### config.mk
export PLATFORM = sky130hd
export DESIGN_NAME = keycode_autopilot_flat
export DESIGN_NICKNAME = d
export VERILOG_FILES = /design/src/rtl/keycode_autopilot_if.sv /design/src/rtl/keycode_autopilot.sv /design/src/flat_wrapper.sv
export SDC_FILE = /design/constraint.sdc
export NUM_CORES = 1
export LEC_CHECK = 0
export ABC_AREA = 1
export CELL_PAD_IN_SITES_DETAIL_PLACEMENT = 1
export CELL_PAD_IN_SITES_GLOBAL_PLACEMENT = 1
export CORE_UTILIZATION = 39
export CTS_CLUSTER_DIAMETER = 60
export DETAILED_ROUTE_END_ITERATION = 6
export GPL_TIMING_DRIVEN = 0
export HOLD_SLACK_MARGIN = 0.06
export PLACE_DENSITY = 0.87
export SKIP_CTS_REPAIR_TIMING = 1
export SYNTH_ARGS = -nofsm -noshare
export SYNTH_HDL_FRONTEND = slang
export SYNTH_SLANG_ARGS = --single-unit
### constraint.sdc
create_clock -name frame_clk -period 2.33 [get_ports frame_clk]
set_clock_uncertainty 0.05 [all_clocks]
set_input_delay 0.466 -clock frame_clk [delete_from_list [all_inputs] [get_ports frame_clk]]
set_output_delay 0.466 -clock frame_clk [all_outputs]
set_load 0.05 [all_outputs]
### src/rtl/keycode_autopilot_if.sv
// Keycode bus between the live keycode source, the autopilot and the ball logic.
// The master side supplies live keys and the demo permit; the slave side returns the keycode.
interface keycode_autopilot_if;
  logic [15:0] live_keycode;
  logic        demo_enable;
  logic [15:0] keycode_out;
  logic        demo_active;
  logic [2:0]  script_idx;

  modport master (
    output live_keycode, demo_enable,
    input  keycode_out, demo_active, script_idx
  );

  modport slave (
    input  live_keycode, demo_enable,
    output keycode_out, demo_active, script_idx
  );
endinterface

### src/rtl/keycode_autopilot.sv
// Forwards live keycodes to the ball logic. After a sustained idle period it
// plays a fixed WASD attract script until a user presses a key again.
module keycode_autopilot #(
  parameter int IDLE_FRAMES = 600,
  parameter bit DEMO_LOOP   = 1'b1
) (
  input  logic               frame_clk,
  input  logic               Reset,
  keycode_autopilot_if.slave bus
);

  localparam int IW = $clog2(IDLE_FRAMES + 1);
  localparam logic [IW-1:0] IDLE_LAST = IW'(IDLE_FRAMES - 1);

  typedef enum logic {LIVE, DEMO} state_t;

  state_t      r_state;
  logic [15:0] r_keycode;
  logic        r_demoActive;
  logic [2:0]  r_idx;
  logic [IW-1:0] r_idleCnt;
  logic [7:0]  r_durCnt;

  logic        w_liveIdle;
  logic [7:0]  w_durLast;
  logic [2:0]  w_idxNext;

  // USB HID keys d, s, a, w
  function automatic logic [7:0] keyOf(input logic [2:0] idx);
    case (idx)
      3'd0: keyOf = 8'h07;
      3'd1: keyOf = 8'h16;
      3'd2: keyOf = 8'h04;
      3'd3: keyOf = 8'h1A;
      3'd4: keyOf = 8'h07;
      3'd5: keyOf = 8'h1A;
      3'd6: keyOf = 8'h04;
      default: keyOf = 8'h16;
    endcase
  endfunction

  function automatic logic [7:0] durOf(input logic [2:0] idx);
    durOf = idx[2] ? 8'd20 : 8'd40;
  endfunction

  // A zero duration behaves as a one-frame step
  assign w_durLast  = (durOf(r_idx) == 8'd0) ? 8'd0 : durOf(r_idx) - 8'd1;
  assign w_liveIdle = (bus.live_keycode == 16'h0000) && bus.demo_enable;
  assign w_idxNext  = r_idx + 3'd1;

  always_ff @(posedge frame_clk or posedge Reset) begin
    if (Reset) begin
      r_state      <= LIVE;
      r_keycode    <= 16'h0000;
      r_demoActive <= 1'b0;
      r_idx        <= 3'd0;
      r_idleCnt    <= '0;
      r_durCnt     <= 8'd0;
    end else begin
      case (r_state)
        LIVE: begin
          r_keycode <= bus.live_keycode;
          if (!w_liveIdle) begin
            r_idleCnt <= '0;
          end else if (r_idleCnt == IDLE_LAST) begin
            r_state      <= DEMO;
            r_demoActive <= 1'b1;
            r_idx        <= 3'd0;
            r_durCnt     <= 8'd0;
            r_idleCnt    <= '0;
            r_keycode    <= {8'h00, keyOf(3'd0)};
          end else begin
            r_idleCnt <= r_idleCnt + 1'b1;
          end
        end
        DEMO: begin
          // A live key wins on the same edge so the user's press is never dropped
          if (!w_liveIdle) begin
            r_state      <= LIVE;
            r_demoActive <= 1'b0;
            r_keycode    <= bus.live_keycode;
            r_idleCnt    <= '0;
            r_durCnt     <= 8'd0;
            r_idx        <= 3'd0;
          end else if (r_durCnt == w_durLast) begin
            r_durCnt <= 8'd0;
            if (r_idx != 3'd7) begin
              r_idx     <= w_idxNext;
              r_keycode <= {8'h00, keyOf(w_idxNext)};
            end else if (DEMO_LOOP) begin
              r_idx     <= 3'd0;
              r_keycode <= {8'h00, keyOf(3'd0)};
            end else begin
              r_state      <= LIVE;
              r_demoActive <= 1'b0;
              r_idx        <= 3'd0;
              r_idleCnt    <= '0;
              r_keycode    <= 16'h0000;
            end
          end else begin
            r_durCnt <= r_durCnt + 8'd1;
          end
        end
        default: r_state <= LIVE;
      endcase
    end
  end

  assign bus.keycode_out = r_keycode;
  assign bus.demo_active = r_demoActive;
  assign bus.script_idx  = r_idx;

endmodule

### src/flat_wrapper.sv
// flat-port wrapper written by rule: the top's interface ports become plain ports
module keycode_autopilot_flat 
#(
  parameter int IDLE_FRAMES = 600,
  parameter bit DEMO_LOOP   = 1'b1
)
  (frame_clk, Reset, bus_live_keycode, bus_demo_enable, bus_keycode_out, bus_demo_active, bus_script_idx);
  keycode_autopilot_if bus_i ();
  input  logic frame_clk;
  input  logic Reset;
  input wire logic [$bits(bus_i.live_keycode)-1:0] bus_live_keycode;
  input wire logic [$bits(bus_i.demo_enable)-1:0] bus_demo_enable;
  output wire logic [$bits(bus_i.keycode_out)-1:0] bus_keycode_out;
  output wire logic [$bits(bus_i.demo_active)-1:0] bus_demo_active;
  output wire logic [$bits(bus_i.script_idx)-1:0] bus_script_idx;
  assign bus_i.live_keycode = bus_live_keycode;
  assign bus_i.demo_enable = bus_demo_enable;
  assign bus_keycode_out = bus_i.keycode_out;
  assign bus_demo_active = bus_i.demo_active;
  assign bus_script_idx = bus_i.script_idx;
  keycode_autopilot #(.IDLE_FRAMES(IDLE_FRAMES), .DEMO_LOOP(DEMO_LOOP)) u_core (.frame_clk(frame_clk), .Reset(Reset), .bus(bus_i));
endmodule
Word-level counts from Yosys, hierarchy flattened --
Cells that the tools add are included.
Operators by class: bitwise logic cells 1, multipliers 0, reduce and logical (&&, ||, !) cells 10, eq/ne operators 12, div/mod/pow operators 0, shifts and indexed selects 0, $lt $le $gt $ge 0, muxes and demuxes 32, $add $sub $neg 4
Operator list (count):
- 16-bit 2-to-1 mux | 4
- 8-bit 2-to-1 mux | 5
- 16-bit one-hot mux with 2 select lines | 1
- 10-bit 2-to-1 mux | 3
- 10-bit one-hot mux with 2 select lines | 1
- 16-bit logical NOT | 1
- 8-bit one-hot mux with 2 select lines | 1
- 3-bit 2-to-1 mux | 5
- 5-bit one-hot mux with 3 select lines | 1
- 10-bit by 1-bit adder with 10-bit output, second input constant | 1
- 10-bit equality test, second input constant | 1
- 3-bit equality test, second input constant | 3
- 8-bit by 1-bit adder with 8-bit output, second input constant | 1
- 8-bit equality test | 1
- 8-bit logical NOT | 1
- 8-bit by 1-bit subtractor with 8-bit output, second input constant | 1
- 3-bit by 2-bit equality test with 1-bit output, second input constant | 2
- 1-bit 2-to-1 mux | 6
- 6-bit 2-to-1 mux | 1
- 3-bit inequality test, second input constant | 2
- 3-bit one-hot mux with 2 select lines | 1
- 3-bit AND reduction | 2
- 2-bit OR reduction | 3
- 5-bit 2-to-1 mux | 1
- other kinds (8) | 10
Storage, ports and cells: bits in read-only memories 0, memories kept 0, latch bits 0, memory bits (writable) 0, input bits 19, bits in registers 39

Depth between registers and ports, before layout --
word-level depth 8, gate-level depth with buffers 12

Worst setup path before layout --
No wires, ideal clock.
kind input -> register, start input port bus_live_keycode[1], end register u_core.r_idleCnt[9], buffers on the path 1, stages on the path 11, setup time 130 ps, arrival time 1843 ps, data required time 2150 ps, path slack 307 ps, cells stage by stage nor2_1 nand3_2 nand3b_1 inv_1 ha_1 clkbuf_1 inv_1 nand3_1 nor2_1 xor2_1 nor2_1
Between the ends: cells in the longest elaborated chain, start to end 4, elaborated cells on any way between the ends 5, classes of those cells eq/ne (1); mux (2); reduce/logical (2)
RTL lines:
- from (decl) | line flat_wrapper.sv:11 | input wire logic [$bits(bus_i.live_keycode)-1:0] bus_live_keycode;
- 16-bit logical NOT * | line keycode_autopilot.sv:48 | assign w_liveIdle = (bus.live_keycode == 16'h0000) && bus.demo_enable;
- 1-bit logical AND * | line keycode_autopilot.sv:48
- 10-bit 2-to-1 mux | line keycode_autopilot.sv:63 | if (!w_liveIdle) begin
- 10-bit one-hot mux with 2 select lines | line keycode_autopilot.sv:60 | case (r_state)
- to (signal assigned) | line keycode_autopilot.sv:73 | r_idleCnt <= r_idleCnt + 1'b1;
- to (decl) | line keycode_autopilot.sv:21 | logic [IW-1:0] r_idleCnt;
Mark *: on every way between the ends. The rest lies on a longest branch, timed or not. A chain may end at the register's enable or synchronous reset.

Final worst setup path --
start register u_core.r_idx[0], in the netlist u_core.bus.script_idx[0], end output port bus_script_idx[0]
RTL lines:
- from (decl) | line keycode_autopilot.sv:20 | logic [2:0] r_idx;
- from (signal assigned) | line keycode_autopilot.sv:88 | r_idx <= w_idxNext;
- to (decl) | line flat_wrapper.sv:15 | output wire logic [$bits(bus_i.script_idx)-1:0] bus_script_idx;
No word-level cell between the ends.

==> metrics.yaml <==
clock_network:
  tritoncts: "yes"
  clockRootBuffer: "clkbuf_8"
  htree_levels: 2
  clkTransAtPathRegs_ps: 80
  clock_latency_ps: 300
  cts.path.max_buffers: 2
  cts_sinks: 39
  numCtsBuffers: 5
run_status:
  status: "completed"
global_route:
  grt_pass1_wl_um: 10600
  overflow: 0
  grt_max_degree: 40
  antenna_found_initial: 0
  grt_pass1_vias: 2284
  grt.total_usage: 0.212
setup_path:
  crit_chain: "clkdlybuf4s50_1"
  endpoint: "bus_script_idx[0]"
  crit_fanout: 8
  cp-end-kind: "primary output"
  reg2reg_slack_ps: 430
  cp_slowest_cell: "clkdlybuf4s50_1"
  critPathBufInv: 1
  crit_type: "reg2out"
  r2r-end: "u_core.bus.keycode_out[2]"
  crit_start: "u_core.bus.script_idx[0]"
  r2r_start: "u_core.bus.script_idx[0]"
  worst_path_largest_cell_delay_ps: 870
  start_kind: "flop"
  rr_worst_depth: 10
  critPathTopFamily: "buffers and inverters"
  path_depth: 1
  worstPathRequired_ps: 1810
  crit_arrival_ps: 1690
sta:
  max_slew_margin: 0.430
  drv_slew: 0
  finalHoldViolations: 0
  finalSetupViolations: 0
  finalCriticalPeriod_ps: 2200
  clock.fmax_mhz: 454
  fin_crit_sh: 0.945
  tns_ps: 0
  worstMarginPinSlew_ps: 854
synth:
  synth.distinct_cells: 32
  ys_ff_latch: 39
  synth_warnings: 0
  synth_area_sq_um: 2400
  synth.avg_cell_area_sq_um: 7.73
  seq_area_frac_synth: 0.406
  netlist_instances: 311
  synthArstFlopShare: 1.00
  synth_nets: 341
  synthFlopType: "dfrtp_1"
  synth_enable_flop_cells: 0
power_and_ir_drop:
  p_total_uw: 1320
  ir_worst_vdd_mv: 0.297
  p_per_area_nw_per_um2: 441
  power_leakage_uw: 0.00139
drt:
  drc: 0
  vias: 2223
  drtAntennaViolNets: 0
  finalWirelength_um: 6170
  first_pass_iters: 4
  via_per_inst: 5.15
  wl_per_cell_um: 14.3
  initialDrtViolationCount: 80
flow_run:
  cap_violations: 0
floorplan:
  dieArea_sq_um: 6480
  start_util: 0.406
  num_rows: 28
  core-area_sq_um: 5920
  chipHeight_um: 80.5
  io_pins: 39
  fp.dieW_um: 80.5
placed_design:
  dpl_cell_area_sq_um: 2880
  place.gp.congestion: 0.847
  port_buffers: 38
  placed_cells: 424
  hpwl_um: 4690
final_layout:
  utilization: 0.505
  antenna_cells: 0
  stdcell_area_sq_um: 2990
  finalNonFillerCells: 432
  nFillCells: 751
  fin_nets: 386
  drive_gt1_frac: 0.115
  area_delta_synth_final_pct: 24.5
hold_path:
  worstHoldPathType: "reg2reg"
## power by group
| part | leakage, uW | switching (uW) | total (uW) | internal (uW) |
|---|---|---|---|---|
| combinational | 0.000839 | 101 | 164 | 62.3 |
| clock | 0.0000477 | 251 | 456 | 205 |
| sequential | 0.000507 | 9.08 | 700 | 690 |
## cell type report
type                       count  area (sq um)  area share
multi-input combinational    227          1260       0.421
sequential                    39           976       0.326
timing repair buffer          39           388       0.130
inverter                      37           143      0.0477
tap                           75          93.8      0.0314
clock buffer                   5          68.8      0.0230
buffer                         7          48.8      0.0163
clock inverter                 3          15.0     0.00502
## cells by family (layout without fill, tap and decap cells)
kind of cell | Yosys count | count (layout) | share of synthesized area
and+or+nand+nor | 187 | 187 | 0.374
buffers and inverters | 45 | 91 | 0.0796
DFF | 39 | 39 | 0.406
AOI/OAI and AO/OA | 20 | 20 | 0.0510
adders and majority gates | 11 | 11 | 0.0572
xor gates and xnor gates | 9 | 9 | 0.0328
## Yosys cell counts (5+ instances only)
cell type  number  area, sq um
nand2_1        83          312
nand3_1        32          160
nand4_1        12         75.1
nand3_2         5         50.1
ha_1           11          138
o21ai_0        10         50.1
dfrtp_1        39          976
xor2_1          7         61.3
a21o_1          5         37.5
inv_1          34          128
nor2_2          5         31.3
nor2_1         36          135
## layer usage
metal | part of all wire | track usage | vias up
met5 | 0 | 0 | -
met4 | 0.014 | 0.0589 | 0
met3 | 0.035 | 0.0420 | 10
met2 | 0.50 | 0.377 | 32
met1 | 0.45 | 0.256 | 1091
li1 | - | - | 1090
## through the flow
step	setup WS, ps	hold slack [ps]
2_1_floorplan	307	425
3_3_place_gp	-458	410
3_5_place_dp	-562	415
4_1_cts	-237	437
5_1_grt	-18.7	457
6_report	129	433
## how the worst min path moves through the flow
stage / startpoint / depth (start not counted) / end
after floorplan: u_core.r_durCnt[1] / 2 / u_core.r_durCnt[1]
after global placement: u_core.bus.keycode_out[13] / 1 / u_core.bus.keycode_out[13]
after detailed placement: u_core.bus.keycode_out[11] / 2 / u_core.bus.keycode_out[11]
after CTS: u_core.bus.keycode_out[13] / 1 / u_core.bus.keycode_out[13]
after global routing: u_core.bus.keycode_out[12] / 1 / u_core.bus.keycode_out[12]
final: u_core.bus.keycode_out[11] / 2 / u_core.bus.keycode_out[11]
## cells in the final DEF (no fill, tap or decap)
| master | n |
|---|---|
| a21o_1 | 5 |
| a21oi_1 | 2 |
| a21oi_4 | 1 |
| buf_2 | 3 |
| buf_4 | 2 |
| buf_6 | 2 |
| clkbuf_1 | 1 |
| clkbuf_8 | 5 |
| clkdlybuf4s50_1 | 38 |
| clkinv_2 | 4 |
| dfrtp_1 | 39 |
| ha_1 | 10 |
| ha_4 | 1 |
| inv_1 | 32 |
| inv_2 | 3 |
| inv_4 | 1 |
| nand2_1 | 82 |
| nand2_2 | 1 |
| nand2_4 | 1 |
| nand3_1 | 32 |
| nand3_2 | 5 |
| nand3_4 | 2 |
| nand3b_1 | 3 |
| nand4_1 | 12 |
| nor2_1 | 36 |
| nor2_2 | 5 |
| nor2_4 | 2 |
| nor3_1 | 3 |
| nor3_4 | 1 |
| nor4_1 | 1 |
| o21ai_0 | 10 |
| o21ai_2 | 1 |
| o21bai_1 | 1 |
| or2_2 | 1 |
| xnor2_1 | 2 |
| xor2_1 | 7 |
## sequential cells by signal, indices dropped and copies added, names as in the netlist
| register | flops |
|---|---|
| u_core.r_idleCnt | 10 |
| u_core.bus.keycode_out | 16 |
| u_core.bus.script_idx | 3 |
| u_core.bus.demo_active | 1 |
| u_core.r_state | 1 |
| u_core.r_durCnt | 8 |
(Power assumes the default switching activity.)
